==> config.mk <==
export PLATFORM = sky130hd
export DESIGN_NAME = hmem_arb
export DESIGN_NICKNAME = d
export VERILOG_FILES = /design/src/rtl/hmem_arb.sv
export SDC_FILE = /design/constraint.sdc
export NUM_CORES = 1
export LEC_CHECK = 0
export ABC_AREA = 1
export BUFFER_PORTS_ARGS = -buffer_cell sky130_fd_sc_hd__buf_2
export CAP_MARGIN = 40
export CELL_PAD_IN_SITES_DETAIL_PLACEMENT = 2
export CELL_PAD_IN_SITES_GLOBAL_PLACEMENT = 2
export CORE_AREA = 2 2 606 608
export DETAILED_ROUTE_END_ITERATION = 10
export DIE_AREA = 0 0 608 610
export HOLD_SLACK_MARGIN = 0.02
export PLACE_DENSITY = 0.41
export SYNTH_ARGS = -nofsm -noshare
export SYNTH_HDL_FRONTEND = slang
export SYNTH_SLANG_ARGS = --single-unit
export TNS_END_PERCENT = 20
==> constraint.sdc <==
create_clock -name clk -period 1.7 [get_ports clk]
set_clock_uncertainty 0.2 [all_clocks]
set_input_delay 0.17 -clock clk [delete_from_list [all_inputs] [get_ports clk]]
set_output_delay 0.17 -clock clk [all_outputs]
set_load 0.005 [all_outputs]
==> src/rtl/hmem_arb.sv <==
// hmem_arb: round-robin arbiter of NCH line-wide requester channels onto one upstream port,
// broadcasting a one-cycle invalidate for every completed write.
module hmem_arb #(
  parameter int NCH    = 2,
  parameter int LINE   = 256,
  parameter int ADDR_W = 64
) (
  input  logic                  clk,
  input  logic                  rst_n,
  input  logic [NCH*ADDR_W-1:0] b_addr,
  input  logic [NCH*LINE-1:0]   b_data_out,
  input  logic [NCH-1:0]        b_rd,
  input  logic [NCH-1:0]        b_wr,
  output logic [LINE-1:0]       b_data_in,
  output logic [NCH-1:0]        b_dv,
  output logic [ADDR_W-1:0]     h_addr,
  output logic [LINE-1:0]       h_data_out,
  output logic                  h_rd,
  output logic                  h_wr,
  input  logic [LINE-1:0]       h_data_in,
  input  logic                  h_dv,
  output logic [ADDR_W-1:0]     inv_addr,
  output logic                  inv
);
  localparam int CW  = $clog2(NCH);
  localparam int OFF = $clog2(LINE / 8);
  typedef enum logic [1:0] {IDLE, BUSY, DONE} state_t;
  state_t            r_state, w_next;
  logic [CW-1:0]     r_rr, r_gnt, w_sel;
  logic [NCH-1:0]    r_mask, w_elig, w_gnt_oh;
  logic              w_found, r_op;
  logic [ADDR_W-1:0] r_addr, w_raddr;
  logic [LINE-1:0]   r_wdata, r_rdata;
  assign w_elig   = (b_rd | b_wr) & ~r_mask;
  assign w_raddr  = b_addr[int'(w_sel)*ADDR_W +: ADDR_W];
  assign w_gnt_oh = NCH'(1) << r_gnt;
  // first eligible channel at or after the round-robin pointer
  always_comb begin
    w_found = 1'b0;
    w_sel   = '0;
    for (int i = 0; i < NCH; i++) begin
      if (!w_found && w_elig[(int'(r_rr) + i) % NCH]) begin
        w_found = 1'b1;
        w_sel   = CW'((int'(r_rr) + i) % NCH);
      end
    end
  end
  always_comb begin
    w_next = r_state;
    w_next = (r_state == IDLE) ? (w_found ? BUSY : IDLE) :
             (r_state == BUSY) ? (h_dv ? DONE : BUSY) : IDLE;
  end
  always_ff @(posedge clk or negedge rst_n) begin
    if (!rst_n) r_state <= IDLE;
    else        r_state <= w_next;
  end
  always_ff @(posedge clk or negedge rst_n) begin
    if (!rst_n) begin
      r_rr    <= '0;
      r_gnt   <= '0;
      r_mask  <= '0;
      r_op    <= 1'b0;
      r_addr  <= '0;
      r_wdata <= '0;
      r_rdata <= '0;
    end else begin
      if (r_state == IDLE) begin
        r_mask <= '0;
        if (w_found) begin
          r_gnt   <= w_sel;
          r_op    <= b_wr[w_sel];
          r_addr  <= {w_raddr[ADDR_W-1:OFF], {OFF{1'b0}}};
          r_wdata <= b_data_out[int'(w_sel)*LINE +: LINE];
        end
      end
      if (r_state == BUSY && h_dv && !r_op) r_rdata <= h_data_in;
      if (r_state == DONE) begin
        r_rr   <= (r_gnt == CW'(NCH - 1)) ? '0 : r_gnt + CW'(1);
        r_mask <= w_gnt_oh;
      end
    end
  end
  assign h_rd       = (r_state == BUSY) && !r_op;
  assign h_wr       = (r_state == BUSY) && r_op;
  assign h_addr     = r_addr;
  assign h_data_out = r_wdata;
  assign b_data_in  = r_rdata;
  assign b_dv       = (r_state == DONE) ? w_gnt_oh : '0;
  assign inv        = (r_state == DONE) && r_op;
  assign inv_addr   = inv ? r_addr : '0;
endmodule

==> results.md, run 1 <==
- The aggregate negative setup slack is -199.54 ns.
- The highest clock rate is 400 MHz.
- The sum of overflow across all layers after global routing is 0.
- Once placement finished, the instance area stood at 0.0441 sq mm.
- Counting flops with an async set or reset pin after synthesis yields a share of 1.00.
- The area growth from synthesis to layout is 120%.
- The CTS tree is yes.
- The power density relative to cell area is 1650 mW/mm^2.
- The via-per-instance ratio is 3.29.
- In the final routed layout, each cell accounts on average for 24.3 um.
- The number of buffer cells added on primary ports is 1527.
- The initial core utilization is 0.0791.
- After synthesis, the netlist uses 18 different library cells.
- Entering global routing, the biggest net connects 84 pins.
- The final design utilization is 0.174.
- Synthesis inferred 578 register bits.
- The transition time of the tightest slew-check pin is 0.755 ns.
- At the placement stage, the worst setup path has a slack of -0.483 ns.
- Routability-driven placement finished with a final weighted congestion of 0.868.
- For this run, the total global-route usage over all layers was measured as 0.152.
- The critical path launch point type is a register.
- The cell count after synthesis is 3990.
- The buffer type at the clock tree root is sky130_fd_sc_hd__clkbuf_16.
- The fraction of synthesized cell area taken by the top area cell type is 0.502.
- Summed over all cells, the static leakage comes to 33.4 nW.
- Of the synthesized area, sequential elements account for 0.502.
- The max-slew violation count came to 0.
- Counting every sink on the clock net gives 578.
- The worst setup margin is -0.803 ns.
- No sink is reached through more buffers than the 4 on the longest clock path.
- The flow ran to the end, but the final reports show violations.
- The number of nets still failing antenna checks after routing is 0.
- The maximum fanout count along the critical path is 14.
- In this run, synthesis inferred 0 flip-flops with an integrated enable.
- The startpoint identified for the worst hold timing path is h_data_in[46].
- The critical path in this run is classified as register to output port.
- The worst setup path startpoint is r_state[0]$_DFF_PN0_.
- The shortest clock period the worst path allows after layout is 2.50 ns.
- The fraction of layout cells with a size suffix above 1 is 0.307.
- VDD sags by at most 0.000775 V.
- The core region is 0.364 sq mm.
- The post-synthesis instance area is 0.0288 sq mm.
- The I/O pin count is 1548.
- Setup repair after global routing could not meet its margin everywhere.
- The number of antenna violations at the first check in global routing is 79.
- Dividing the final minimum period by the clock period gives 1.47.
- The HPWL after detailed placement is 231 mm.
- The clock latency reported for the late side of the worst-skew pair is 0.74 ns.
- The number of DRC markers after the initial detailed-route iteration is 1635.
- The die covers 0.371 sq mm.
- In this run the number of H-tree levels came out at 3.
- The commonest cells after synthesis are sky130_fd_sc_hd__nand2_1 (1467), sky130_fd_sc_hd__nand3_1 (890), sky130_fd_sc_hd__inv_1 (698), sky130_fd_sc_hd__dfrtp_1 (578), sky130_fd_sc_hd__buf_2 (173).
- The first-pass iteration count of the detailed router is 5.
- The placement row count is 222.
- Wires add up to 291 mm.
- The min-delay analysis places its worst path in the category input port to register.
- STA classifies the critical path endpoint as an output port.
- In this run, CTS created clock tree buffers numbering 94.
- The via count of the first global-routing pass is 45262.
- In this run the tightest slew margin relative to its limit is 0.495.
- The net count reported at finish is 7940.
- The final count of hold timing violations was 0.
- The final reports fail on setup timing.
- The startpoint identified for the worst register-to-register timing path is r_state[0]$_DFF_PN0_.
- STA puts the critical path data arrival time at 2.13 ns.
- The total number of vias is 39422.
- Max-cap violations in this run came to 0.
- The finished cells cover 0.0635 sq mm.
- For this run, the leading register cell type out of synthesis is sky130_fd_sc_hd__dfrtp_1.
- The worst path required time is 1.33 ns.
- After synthesis, the cell types taking the most area are sky130_fd_sc_hd__dfrtp_1 (50%), sky130_fd_sc_hd__nand2_1 (19%), sky130_fd_sc_hd__nand3_1 (15%).
- The synthesized design spends more area on one cell type than any other, namely sky130_fd_sc_hd__dfrtp_1.
- The x dimension of the die is 608 um.
- Hold is met by 0.0292 ns.
- The vertical extent of the die is 610 um.
- The number of synthesis warnings is 0.
- Setup violations remaining at the end of the flow were counted as 1319.
- The CTS clock-pin slew for the worst setup and hold paths is 0.05 ns.
- The most numerous cell in the Yosys netlist is sky130_fd_sc_hd__nand2_1.
- The first-pass GRT wire length is 391 mm.
- A synthesized cell averages 7.22 sq um.
- The remaining design rule violation count is 0.
## critical path, cell delays in order (launching register included)
cell and delay (ns):
sky130_fd_sc_hd__dfrtp_1 0.39, sky130_fd_sc_hd__nor2_2 0.12, sky130_fd_sc_hd__inv_2 0.06, sky130_fd_sc_hd__nor2_4 0.10
sky130_fd_sc_hd__buf_6 0.14, sky130_fd_sc_hd__inv_8 0.05, sky130_fd_sc_hd__bufbuf_16 0.28, sky130_fd_sc_hd__nor2_1 0.11
sky130_fd_sc_hd__buf_2 0.13
## kinds of logic after synthesis
group | Yosys count | share of synthesized area
other | 1 | 0.000130
AOI/OAI and AO/OA | 7 | 0.00130
and+or+nand+nor | 2426 | 0.355
buffers and inverters | 978 | 0.142
DFF | 578 | 0.502
## worst paths after layout
path | endpoint | slack (ns) | cells after the start
max | inv_addr[35] | -0.80 | 8
min | b_data_in[46]$_DFFE_PN0P_ | 0.03 | 4
max reg2reg | h_data_out[252]$_DFFE_PN0P_ | -0.37 | 11
min reg2reg | b_data_in[99]$_DFFE_PN0P_ | 0.27 | 2
max in group asynchronous | h_data_out[200]$_DFFE_PN0P_ | -0.15 | 5
min in group asynchronous | h_data_out[108]$_DFFE_PN0P_ | 0.82 | 4
## routing by layer
| metal | global-route usage | routed length (um) | vias to the layer above |
|---|---|---|---|
| li1 | - | - | 18197 |
| met1 | 0.185 | 124000 | 19846 |
| met2 | 0.257 | 138000 | 1086 |
| met3 | 0.0479 | 21000 | 267 |
| met4 | 0.0380 | 7720 | 26 |
| met5 | 0 | 172 | - |
## cell type report
cell class,count,area (sq um)
clock inverters,25,412
flip-flops and latches,578,14500
fillers,42659,301000
repair buffers,3217,26100
diodes,45,113
multi-input cells,2443,11000
well taps,4816,6030
inverters,703,2660
clock buffers,138,2740
## power breakdown
part / leakage (nW) / internal (mW) / total [mW] / switching [mW]
Sequential: 7.09 / 20.7 / 26.1 / 5.39
Combinational: 24.7 / 22.6 / 58.1 / 35.5
Clock: 1.54 / 12.3 / 20.6 / 8.26
Total: 33.4 / 55.6 / 105 / 49.2
## state kept, by name, indices dropped and copies added, names as in the netlist
| signal | count |
|---|---|
| r_op | 1 |
| r_state | 2 |
| r_mask | 2 |
| r_rr | 1 |
| b_data_in | 256 |
| h_addr | 59 |
| h_data_out | 256 |
| r_gnt | 1 |
## timing repair
action,in CTS,in global routing
gates cloned,24,8
gates resized for setup,298,76
endpoints found under the hold margin,1152,2
setup endpoints to repair,1139,1688
pin swaps,12,4
setup buffers,37,23
hold buffers,1321,2
## layout by cell type (no fill, tap or decap), drive strengths merged, types with 3 or more instances in the layout
master and n:
o21ai 3, nor2 69, nand2 1467, buf 1877
diode 45, conb 10, inv 704, clkbuf 146
nand3 890, bufbuf 9, dfrtp 578, clkinv 15
dlygate4sd3 1323, bufinv 8
## stage by stage
| step | cells | power [mW] |
|---|---|---|
| after floorplan | 3999 | 42.6 |
| after detailed placement | 10349 | 75.5 |
| after global placement | 10349 | 74.9 |
| final | 11965 | 105 |
| after global routing | 11946 | 113 |
| after CTS | 11892 | 106 |
Power figures use the tool's default switching activity.
==> inputs of run 2 (changes only) <==
Settings changed: SETUP_SLACK_MARGIN set to 0.3.
==> results.md, run 2 (synthesis gave the netlist of run 1 again) <==
- The first-pass iteration count of the detailed router is 5 (unchanged).
- STA classifies the critical path endpoint as an output port.
- The via-per-instance ratio is 3.39 (+2.8%).
- The proportion of power drawn by combinational gates is 0.610 (+0.055).
- The flow ran to the end, but the final reports show violations.
- The worst setup margin is -1.08 ns (-0.272 ns).
- The cell total after placement was 10403 (+0.52%).
- The arrival time of data at the critical path endpoint came to 2.41 ns (+0.28 ns).
- The clock buffer count from CTS was 94 (unchanged).
- The global-route total usage across every layer is 0.162 (+0.0105).
- The number of max-cap violations came to 0 (unchanged).
- The number of buffer cells added on primary ports was 1527 (unchanged).
- The cell with the largest stage delay on the worst path is sky130_fd_sc_hd__dfrtp_1.
- The deepest level of the CTS H-tree is 3 (unchanged).
- The initial core utilization is 0.0791 (unchanged).
- The ratio of final minimum period to clock period came to 1.63 (+0.160).
- The largest stage delay on the critical path is 0.40 ns (about the same).
- The library cell used most frequently in the layout, excluding fill and tap cells, is sky130_fd_sc_hd__buf_2.
- The most frequent cell on the critical path is sky130_fd_sc_hd__buf_6.
- The share of total power in sequential cells is 0.219 (-0.030).
- The overall power of the completed layout is 120 mW (+14%).
- The power density relative to cell area is 1740 mW/mm^2 (+5.2%).
- The cell leakage power is 35.5 nW (+6.4%).
- The worst setup path startpoint is r_state[0]$_DFF_PN0_.
- The remaining design rule violation count is 0 (unchanged).
- The relative contribution of the clock network to total power is 0.171 (-0.025).
- The relative area change from synthesis to final layout is 139%.
- The endpoint identified for the worst register-to-register timing path is b_data_in[159]$_DFFE_PN0P_.
- The deepest clock path buffer count was 4 (unchanged).
- The net count reported at finish is 8141 (+2.5%).
- Leaving out fill and tap cells, the most frequent cells in the layout are sky130_fd_sc_hd__buf_2 (1465), sky130_fd_sc_hd__nand2_1 (1371), sky130_fd_sc_hd__dlygate4sd3_1 (1331), sky130_fd_sc_hd__inv_1 (694), sky130_fd_sc_hd__nand3_1 (657).
- The first-pass GRT wire length is 414 mm (+6.1%).
- The maximum fanout count along the critical path is 5 (-9).
- The total number of cells along the worst setup path is 9 (+1).
- The critical path launch point type is a register.
- The final non-filler cell total is 12168 (+1.7%).
- The beginning of the worst register-to-register path is r_state[0]$_DFF_PN0_.
- The CTS clock-pin slew for the worst setup and hold paths came to 0.06 ns (about the same).
- The buffering stage count on the worst path with inverters included was 6 (+1).
- The number of DRC markers after the initial detailed-route iteration is 1719 (+5.1%).
- In this run the clock root is driven by a sky130_fd_sc_hd__clkbuf_16.
- The critical path goes through nor2_2 > inv_2 > nor2_4 > buf_6 > buf_12 > inv_12 > buf_6 > nor2_4 > buf_6.
- The sum of overflow across all layers after global routing is 0 (unchanged).
- Setup repair after global routing could not meet its margin everywhere.
- The total placed instance area is 0.0449 sq mm (+1.6%).
- The x dimension of the die came to 608 um (unchanged).
- The worst path required time is 1.33 ns (about the same).
- The overall routed net length is 315 mm (+8.5%).
- The final count of negative-setup-slack endpoints is 1135 (-14%).
- The net switching power was 56.0 mW (+14%).
- The path class of the tightest hold or removal check is input port to async pin.
- The number of hold-repair buffers added at the cts stage is 1331 (+0.76%).
- Following the worst setup path forward leads to its endpoint at inv_addr[54].
- The worst setup path is of the register to output port kind.
- The cell family contributing the most delay on the critical path is buffers and inverters.
- The sum of net half-perimeters after detailed placement was 240 mm (+3.6%).
- The clock latency reported for the late side of the worst-skew pair was 0.84 ns (+0.10 ns).
- The pin count of the biggest net entering global routing came to 65 (-23%).
- The wire length per cell is 25.9 um (+6.6%).
- The transition time of the tightest slew-check pin is 0.605 ns (-0.150 ns).
- The fraction of power spent switching nets came to 0.468 (-0.00154).
- The last weighted congestion value of the routability-driven placer is 0.873 (+0.47%).
- The total core area is 0.364 sq mm (unchanged).
- The cell area after layout is 0.0690 sq mm (+8.5%).
- The final count of hold timing violations was 15 (+15).
- TritonCTS built the clock tree.
- The I/O pin count is 1548 (unchanged).
- The number of sinks handled by clock tree synthesis is 578 (unchanged).
- The via count of the first global-routing pass is 46569 (+2.9%).
- The relative max-transition margin is 0.596 (+0.101).
- The checks that failed: hold timing, setup timing.
- The number of filler cells placed in the layout was 42323 (-0.79%).
- The reg-to-reg setup timing slack came to -0.43 ns (-0.06 ns).
- The max-slew violation count was 0 (unchanged).
- The total number of vias was 41195 (+4.5%).
- The worst reg2reg path depth is 13 (+2).
- The number of antenna violations at the first check in global routing came to 85 (+7.6%).
- The final hold slack was -0.0642 ns (-0.0934 ns).
- The highest clock rate came to 360 MHz (-9.8%).
- The number of nets still failing antenna checks after routing is 0 (unchanged).
- The shortest clock period the worst path allows after layout is 2.78 ns (+0.272 ns).
- The peak supply drop is 0.000911 V (+18%).
- The vertical extent of the die is 610 um (unchanged).
- The fraction of layout cells with a size suffix above 1 is 0.365 (+0.0575).
- The internal power of the cells was 63.7 mW (+15%).
- The total die area is 0.371 sq mm (unchanged).
- The placement row count is 222 (unchanged).
run 2: cell count changes in the layout (fill, tap and decap cells not counted), moves of 43 or more:
cell	previous run	this run
sky130_fd_sc_hd__buf_16	32	85
sky130_fd_sc_hd__buf_6	54	128
sky130_fd_sc_hd__nand3_2	55	157
sky130_fd_sc_hd__nand2_2	6	77
sky130_fd_sc_hd__buf_12	84	127
sky130_fd_sc_hd__nand2_1	1457	1371
sky130_fd_sc_hd__nand3_4	6	76
sky130_fd_sc_hd__nand3_1	829	657
run 2: power groups by stage:
stage	combinational [mW]	sequential [mW]	clock, mW
2_1_floorplan	18.3	24.9	0
3_3_place_gp	51.7	26.2	0
3_5_place_dp	52.2	26.3	0
4_1_cts	69.5	26.4	21.4
5_1_grt	79.0	27.2	21.8
6_report	73.1	26.2	20.5
run 2: cell type report:
| cell class | instances | area (sq um) | share of cell area |
|---|---|---|---|
| repair buffers | 3417 | 29800 | 0.432 |
| flip-flops and latches | 578 | 14500 | 0.210 |
| multi-input cells | 2443 | 12700 | 0.185 |
| well taps | 4816 | 6030 | 0.0874 |
| clock buffers | 136 | 2740 | 0.0397 |
| inverters | 703 | 2670 | 0.0387 |
| clock inverters | 30 | 363 | 0.00526 |
| diodes | 44 | 110 | 0.00160 |
| repair inverters | 1 | 16.3 | 0.000236 |
run 2: what timing repair did:
action | CTS | global route
setup buffers | 92 | 43
endpoints found under the hold margin | 1152 | 14
pin swaps | 103 | 83
gates resized for setup | 609 | 298
setup endpoints to repair | 1210 | 1213
cloned | 61 | 28
run 2: worst min path at each step:
| stage | startpoint | slack (ns) | to | cells past startpoint |
|---|---|---|---|---|
| after floorplan | rst_n | -0.33 | b_data_in[0]$_DFFE_PN0P_ | 0 |
| after global placement | rst_n | 0.03 | b_data_in[87]$_DFFE_PN0P_ | 2 |
| after detailed placement | rst_n | 0.02 | h_data_out[205]$_DFFE_PN0P_ | 2 |
| after CTS | rst_n | -0.11 | h_data_out[205]$_DFFE_PN0P_ | 3 |
| after global routing | rst_n | -0.07 | b_data_in[84]$_DFFE_PN0P_ | 3 |
| final | rst_n | -0.06 | b_data_in[84]$_DFFE_PN0P_ | 3 |
run 2: worst min-delay path, delay by kind of cell:
family	cells	cell delay (ns)
buffers and inverters	3	1.10
run 2: metal layers:
| layer | GRT usage | vias up | wire length, um |
|---|---|---|---|
| li1 | - | 18692 | - |
| met1 | 0.204 | 20908 | 138000 |
| met2 | 0.269 | 1231 | 146000 |
| met3 | 0.0491 | 330 | 22200 |
| met4 | 0.0398 | 34 | 8330 |
| met5 | 0 | - | 227 |
run 2: stage by stage:
stage                util  TNS (ns)  worst slack, ns
detailed placement  0.123   -104.99           -0.521
CTS                 0.182   -294.39            -1.20
global placement    0.123   -103.36           -0.527
floorplan               -         0            0.227
global route        0.189   -378.29            -1.26
finish              0.189   -264.57            -1.08
